$ cat src/rtl/fb_pkg.sv
// Shared frame-buffer geometry, intensity thresholds and scheduler state type
// for the bar-graph display path.
package fb_pkg;

  localparam int ROW_W = 4;
  localparam int COL_W = 4;
  localparam int VAL_W = 2;

  localparam logic [COL_W-1:0] THR_MID  = COL_W'(8);
  localparam logic [COL_W-1:0] THR_HIGH = COL_W'(12);
  localparam logic [COL_W-1:0] COL_LAST = '1;

  localparam logic [VAL_W-1:0] VAL_OFF  = 2'd0;
  localparam logic [VAL_W-1:0] VAL_LOW  = 2'd1;
  localparam logic [VAL_W-1:0] VAL_MID  = 2'd2;
  localparam logic [VAL_W-1:0] VAL_HIGH = 2'd3;

  typedef enum logic {
    IDLE  = 1'b0,
    WRITE = 1'b1
  } state_t;

endpackage

$ cat src/rtl/rr_arbiter_2.sv
// Two-requester round-robin arbiter: combinational one-hot grant, pointer to
// the last granted requester updated only when the grant is consumed.
module rr_arbiter_2 (
  input  logic       clk,
  input  logic       rst_n,
  input  logic [1:0] req,
  input  logic       advance,
  output logic [1:0] gnt
);

  // last_ch1 resets high so requester 0 wins the first tie.
  logic last_ch1;

  always_comb begin
    gnt = 2'b00;
    case (req)
      2'b01:   gnt = 2'b01;
      2'b10:   gnt = 2'b10;
      2'b11:   gnt = last_ch1 ? 2'b01 : 2'b10;
      default: gnt = 2'b00;
    endcase
  end

  always_ff @(posedge clk or negedge rst_n) begin
    if (!rst_n) begin
      last_ch1 <= 1'b1;
    end else if (advance) begin
      last_ch1 <= gnt[1];
    end
  end

endmodule

$ cat src/rtl/bar_graph_scheduler.sv
// Turns 12-bit ADC samples from two channels into 16-column bar-graph row
// rewrites in a frame buffer, one row per channel.
module bar_graph_scheduler
  import fb_pkg::*;
#(
  parameter int ROW_CH0 = 4,
  parameter int ROW_CH1 = 11
) (
  input  logic             clk,
  input  logic             rst_n,
  input  logic [1:0]       ch_valid,
  input  logic [11:0]      ch_data0,
  input  logic [11:0]      ch_data1,
  output logic [1:0]       ch_ready,
  output logic             wr_en,
  output logic [ROW_W-1:0] wr_row,
  output logic [COL_W-1:0] wr_col,
  output logic [VAL_W-1:0] wr_val,
  input  logic             wr_ready,
  output logic             busy
);

  localparam logic [ROW_W-1:0] ROW0 = ROW_W'(ROW_CH0);
  localparam logic [ROW_W-1:0] ROW1 = ROW_W'(ROW_CH1);

  state_t           state;
  logic [COL_W-1:0] level;
  logic [1:0]       gnt;
  logic             handshake;
  logic [COL_W-1:0] cap_level;
  logic             unused_low_bits;

  function automatic logic [VAL_W-1:0] grade(input logic [COL_W-1:0] col,
                                             input logic [COL_W-1:0] lvl);
    if (col >= lvl)           return VAL_OFF;
    else if (col >= THR_HIGH) return VAL_HIGH;
    else if (col >= THR_MID)  return VAL_MID;
    else                      return VAL_LOW;
  endfunction

  rr_arbiter_2 u_arb (
    .clk     (clk),
    .rst_n   (rst_n),
    .req     (ch_valid),
    .advance (handshake),
    .gnt     (gnt)
  );

  // Both sides follow valid/ready: a transfer happens on a rising edge where
  // valid and ready are both high; ready is offered only in IDLE, the write
  // port holds its outputs while wr_ready is low.
  assign ch_ready        = (rst_n && state == IDLE) ? gnt : 2'b00;
  assign handshake       = |(ch_valid & ch_ready);
  assign cap_level       = ch_ready[1] ? ch_data1[11:8] : ch_data0[11:8];
  assign unused_low_bits = ^{ch_data0[7:0], ch_data1[7:0]};

  always_ff @(posedge clk or negedge rst_n) begin
    if (!rst_n) begin
      state  <= IDLE;
      level  <= '0;
      wr_en  <= 1'b0;
      busy   <= 1'b0;
      wr_row <= '0;
      wr_col <= '0;
      wr_val <= '0;
    end else begin
      case (state)
        IDLE: begin
          if (handshake) begin
            state  <= WRITE;
            level  <= cap_level;
            wr_en  <= 1'b1;
            busy   <= 1'b1;
            wr_row <= ch_ready[1] ? ROW1 : ROW0;
            wr_col <= '0;
            wr_val <= grade('0, cap_level);
          end
        end
        WRITE: begin
          if (wr_ready) begin
            // The last column ends the rewrite; the counter never wraps here.
            if (wr_col == COL_LAST) begin
              state  <= IDLE;
              wr_en  <= 1'b0;
              busy   <= 1'b0;
              wr_row <= '0;
              wr_col <= '0;
              wr_val <= '0;
            end else begin
              wr_col <= wr_col + 1'b1;
              wr_val <= grade(wr_col + 1'b1, level);
            end
          end
        end
        default: state <= IDLE;
      endcase
    end
  end

endmodule

$ cat config.mk
export PLATFORM = sky130hd
export DESIGN_NAME = bar_graph_scheduler
export DESIGN_NICKNAME = d
export VERILOG_FILES = /design/src/rtl/fb_pkg.sv /design/src/rtl/rr_arbiter_2.sv /design/src/rtl/bar_graph_scheduler.sv
export SDC_FILE = /design/constraint.sdc
export NUM_CORES = 1
export LEC_CHECK = 0
export BUFFER_PORTS_ARGS = -buffer_cell sky130_fd_sc_hd__buf_4
export CAP_MARGIN = 30
export CORE_ASPECT_RATIO = 0.7
export CORE_MARGIN = 5
export CORE_UTILIZATION = 40
export CTS_CLUSTER_DIAMETER = 80
export DETAILED_ROUTE_END_ITERATION = 8
export PLACE_DENSITY = 0.77
export SETUP_SLACK_MARGIN = 0.3
export SLEW_MARGIN = 20
export SYNTH_ARGS = -nofsm -noshare
export SYNTH_HDL_FRONTEND = slang
export SYNTH_SLANG_ARGS = --single-unit
$ cat constraint.sdc
create_clock -name clk -period 1.7 [get_ports clk]
set_input_delay 0.51 -clock clk [delete_from_list [all_inputs] [get_ports clk]]
set_output_delay 0.51 -clock clk [all_outputs]
set_load 0.01 [all_outputs]
==> results.md <==
Synth:
- The fraction of synthesized cell area in xor and xnor cells is 2.07%.
- The synthesized netlist occupies a cell area of roughly 850 um2.
- After synthesis, the share of cell area in mux cells is approximately 8.6%.
- The share of async-settable or async-resettable flops after synthesis is 100%.
- Synthesis produced a netlist with a net count of 118.
- In the synthesized netlist the dominant register cell turns out to be sky130_fd_sc_hd__dfrtp_1.
- The count of state elements after synthesis is 15.
- The number of different library cells in the post-synthesis netlist is 30.
- In the synthesized netlist, the number of instances is 85.
- The synthesized netlist devotes ~18% of its cell area to compound gates.
- The sequential share of the synthesized area is around 44%.
- The synthesized netlist devotes ~17% of its cell area to simple gates.
- The largest family of logic cells by synthesized area is compound AO/OA/AOI/OAI gates.
- The mean instance size in the synthesized netlist is between 9 and 10 um2.
- The Yosys step of the flow raised 0 warnings.
- The synthesized netlist devotes 5.91% of its cell area to adder and majority cells.
- In this run, synthesis inferred 0 flip-flops with an integrated enable.

Power:
- The power per standard cell area is ~1800 nW/um2.
- The analysis attributes to cell leakage a power of slightly above 0.7 nW.
- The largest voltage drop on the vdd net is around 660 uV.
- The overall power is 2.57 mW.

STA:
- At the pin with the least slew margin, the transition time is 0.260 ns.
- The worst setup slack after layout is -0.224 ns.
- The clock arrives with 0.0206 ns of skew.
- The hold violation count in the final report was 0.
- The highest clock frequency the design can meet is 520 MHz.
- The share of the cycle needed by the critical path after routing is 113%.
- Measured against its own limit, the worst slew margin works out to just over 80%.
- The number of endpoints failing setup at the final stage is 3.
- The final number of max-transition violations was 0.
- The minimum clock period after layout is a little under 2 ns.
- The worst-case hold slack is roughly 0.14 ns.
- Adding up every negative setup slack in the final design gives -0.259 ns.
- Setup repair after global routing could not meet its margin everywhere.

Die:
- The die height is ~49 um.
- The die span in x is ~65 um.
- For this configuration, the core starts out at a cell density of 43.8%.
- The area of the core region is ~1900 um2.
- The number of cell rows is 13.
- The die covers 3150 um2.
- The I/O pin count is between 40 and 50.

Clocking:
- In this run, CTS created clock tree buffers numbering 3.
- After clock tree synthesis, the clock-pin slew on the worst setup and hold paths is ~0.11 ns.
- The root buffer cell chosen for the clock tree is sky130_fd_sc_hd__clkbuf_4.
- CTS built an H-tree with a depth of 1.
- The buffer levels on the longest clock path is 2.
- The TritonCTS clock tree is yes.
- The clock reaches the later pin of the worst-skew pair after ~0.30 ns.
- The tree built by TritonCTS fans out to 15 sinks.

Final layout:
- 0 antenna diodes ended up in the layout.
- The utilization of the core after routing is 75.0%.
- Relative to the synthesized area, the layout overhead comes to 71.5%.
- The library cells used most frequently in the layout, excluding fill and tap cells, are 36 x sky130_fd_sc_hd__buf_4, 12 x sky130_fd_sc_hd__buf_6, 11 x sky130_fd_sc_hd__nand2_1.
- Fill cells in the final layout number approximately 140.
- In the final design database the tool counted ~170 nets.
- The fraction of final layout cells with drive strength greater than 1 is 62.7%.
- The most common cell after layout, fill and taps aside is sky130_fd_sc_hd__buf_4.

Worst setup path:
- The worst setup path is captured at a register.
- By startpoint and endpoint, the worst setup path is classified as reg -> reg.
- The highest net fanout along the worst path is 2.
- The required time of the critical path is 1.91 ns.
- Data on the critical path arrives at its endpoint at 2.13 ns.
- For flop-to-flop paths, the worst setup slack is -0.22 ns.
- The kind of launch point of the worst setup path is a register.

Routing:
- Dividing the detail-routed via count by the number of cells gives 5.21.
- After detailed routing, the average wire length per cell comes to 14.8 um.
- The count of nets left with antenna violations once routing finished came out at 0.
- Detailed routing inserted a total of ~800 vias.
- The detailed router's first-iteration violation count is 50.
- The detailed-router iteration count before antenna repair is 4.
- The final layout contains routed wiring with a total length of around 2.3 mm.
- In the routed design, unresolved DRC markers number 0.

GRT:
- The first global-routing pass estimated roughly 3.6 mm of wire.
- Global routing consumed, over all layers together, between 10% and 20% of the routing resources.
- The number of antenna violations at the first check in global routing is 0.
- The via count of the first global-routing pass is between 800 and 900.
- The remaining global-route overflow is 0.
- The largest net degree at the start of global routing is 16.

Place:
- The half-perimeter wire length after placement is 1.56 mm.
- The final weighted congestion in routability-driven placement is around 0.74.
- The count of buffers added on input and output ports is 26.
- Timing analysis after detailed placement gives a worst setup slack of -0.263 ns.

Run:
- The number of max-capacitance violations reported is 0.

Hold path:
- The tightest min-delay check is of the in -> async type.

Run status:
- The run finished, with violations left.
- The final reports fail on negative setup slack.
final cells by class:
class | count | area (um2) | share of cell area (%)
Inverter | 4 | 15.0 | 1.03
Timing Repair Buffer | 48 | 405 | 27.9
Sequential cell | 15 | 382 | 26.3
Clock inverter | 1 | 5.00 | 0.345
Tap cell | 22 | 27.5 | 1.89
Multi-Input combinational cell | 63 | 596 | 41.0
Clock buffer | 3 | 22.5 | 1.55
metal layers:
metal / global-route usage [%] / wire length [um] / vias up / part of all wire, %
met3: 5.53 / 175 / 2 / 7.6
met2: 25.0 / 1110 / 28 / 48
met4: 2.81 / 8 / 0 / 0.35
li1: - / - / 391 / -
met5: 0 / 0 / - / 0
met1: 17.6 / 1020 / 391 / 44
state kept, by name, summed over array words and instances, names as in the netlist:
signal,flops
level,4
wr_val,2
wr_col,4
state,1
u_arb.last_ch1,1
wr_row,2
busy,1
power breakdown:
| part | internal [mW] | switching [mW] |
|---|---|---|
| clock | 0.0875 | 0.124 |
| sequential | 0.532 | 0.150 |
| combinational | 0.953 | 0.722 |
| total | 1.57 | 0.996 |
critical path: stages, from the launching register on:
cell and delay [ns]:
sky130_fd_sc_hd__dfrtp_2 0.44, sky130_fd_sc_hd__ha_4 0.18, sky130_fd_sc_hd__xor2_4 0.19, sky130_fd_sc_hd__ha_4 0.23, sky130_fd_sc_hd__a21oi_2 0.14, sky130_fd_sc_hd__o21ai_2 0.07
sky130_fd_sc_hd__o21bai_1 0.15, sky130_fd_sc_hd__a21boi_2 0.16, sky130_fd_sc_hd__o31ai_2 0.27
Yosys cell counts (2+ instances only):
cell type,count,area [um2]
sky130_fd_sc_hd__nor2_1,5,18.8
sky130_fd_sc_hd__o21ai_0,8,40.0
sky130_fd_sc_hd__a22o_1,2,17.5
sky130_fd_sc_hd__ha_1,4,50.1
sky130_fd_sc_hd__dfrtp_1,14,350
sky130_fd_sc_hd__a21boi_0,2,15.0
sky130_fd_sc_hd__nand2_1,12,45.0
sky130_fd_sc_hd__mux2_2,2,22.5
sky130_fd_sc_hd__buf_4,3,22.5
sky130_fd_sc_hd__inv_1,4,15.0
sky130_fd_sc_hd__xor2_1,2,17.5
sky130_fd_sc_hd__or2b_1,2,15.0
sky130_fd_sc_hd__mux2i_1,5,50.1
sky130_fd_sc_hd__nand3_1,3,15.0
sky130_fd_sc_hd__nor4_1,2,12.5
worst paths after layout:
path / startpoint / endpoint / depth (start not counted)
max reg2reg: wr_col[1] / wr_val[0] / 8
min reg2reg: wr_row[2] / wr_row[2] / 1
max: wr_col[1] / wr_val[0] / 8
min in group clk: wr_row[2] / wr_row[2] / 1
max in group asynchronous: rst_n / u_arb.last_ch1 / 2
min: rst_n / state / 2
what timing repair did:
action                                  CTS  global route
pin swaps                                 8            17
setup buffers                             8             6
endpoints found under the setup margin   11            25
resized for setup                        10            31
hold buffers                              0             0
cloned                                    0             1
metrics by stage:
step | instances | area, um2
after floorplan | 85 | 876
after CTS | 149 | 1260
after global routing | 156 | 1450
after detailed placement | 137 | 1130
after global placement | 137 | 1130
final | 156 | 1450
cells by family (layout without fill, tap and decap cells):
| family | after synthesis | count (layout) |
|---|---|---|
| buf+inv | 8 | 56 |
| fa+ha+maj | 4 | 4 |
| mux | 7 | 7 |
| xor+xnor | 2 | 2 |
| simple gates | 29 | 29 |
| compound gates | 20 | 21 |
| flops | 15 | 15 |
No activity file was read; power rests on OpenSTA's default activity.
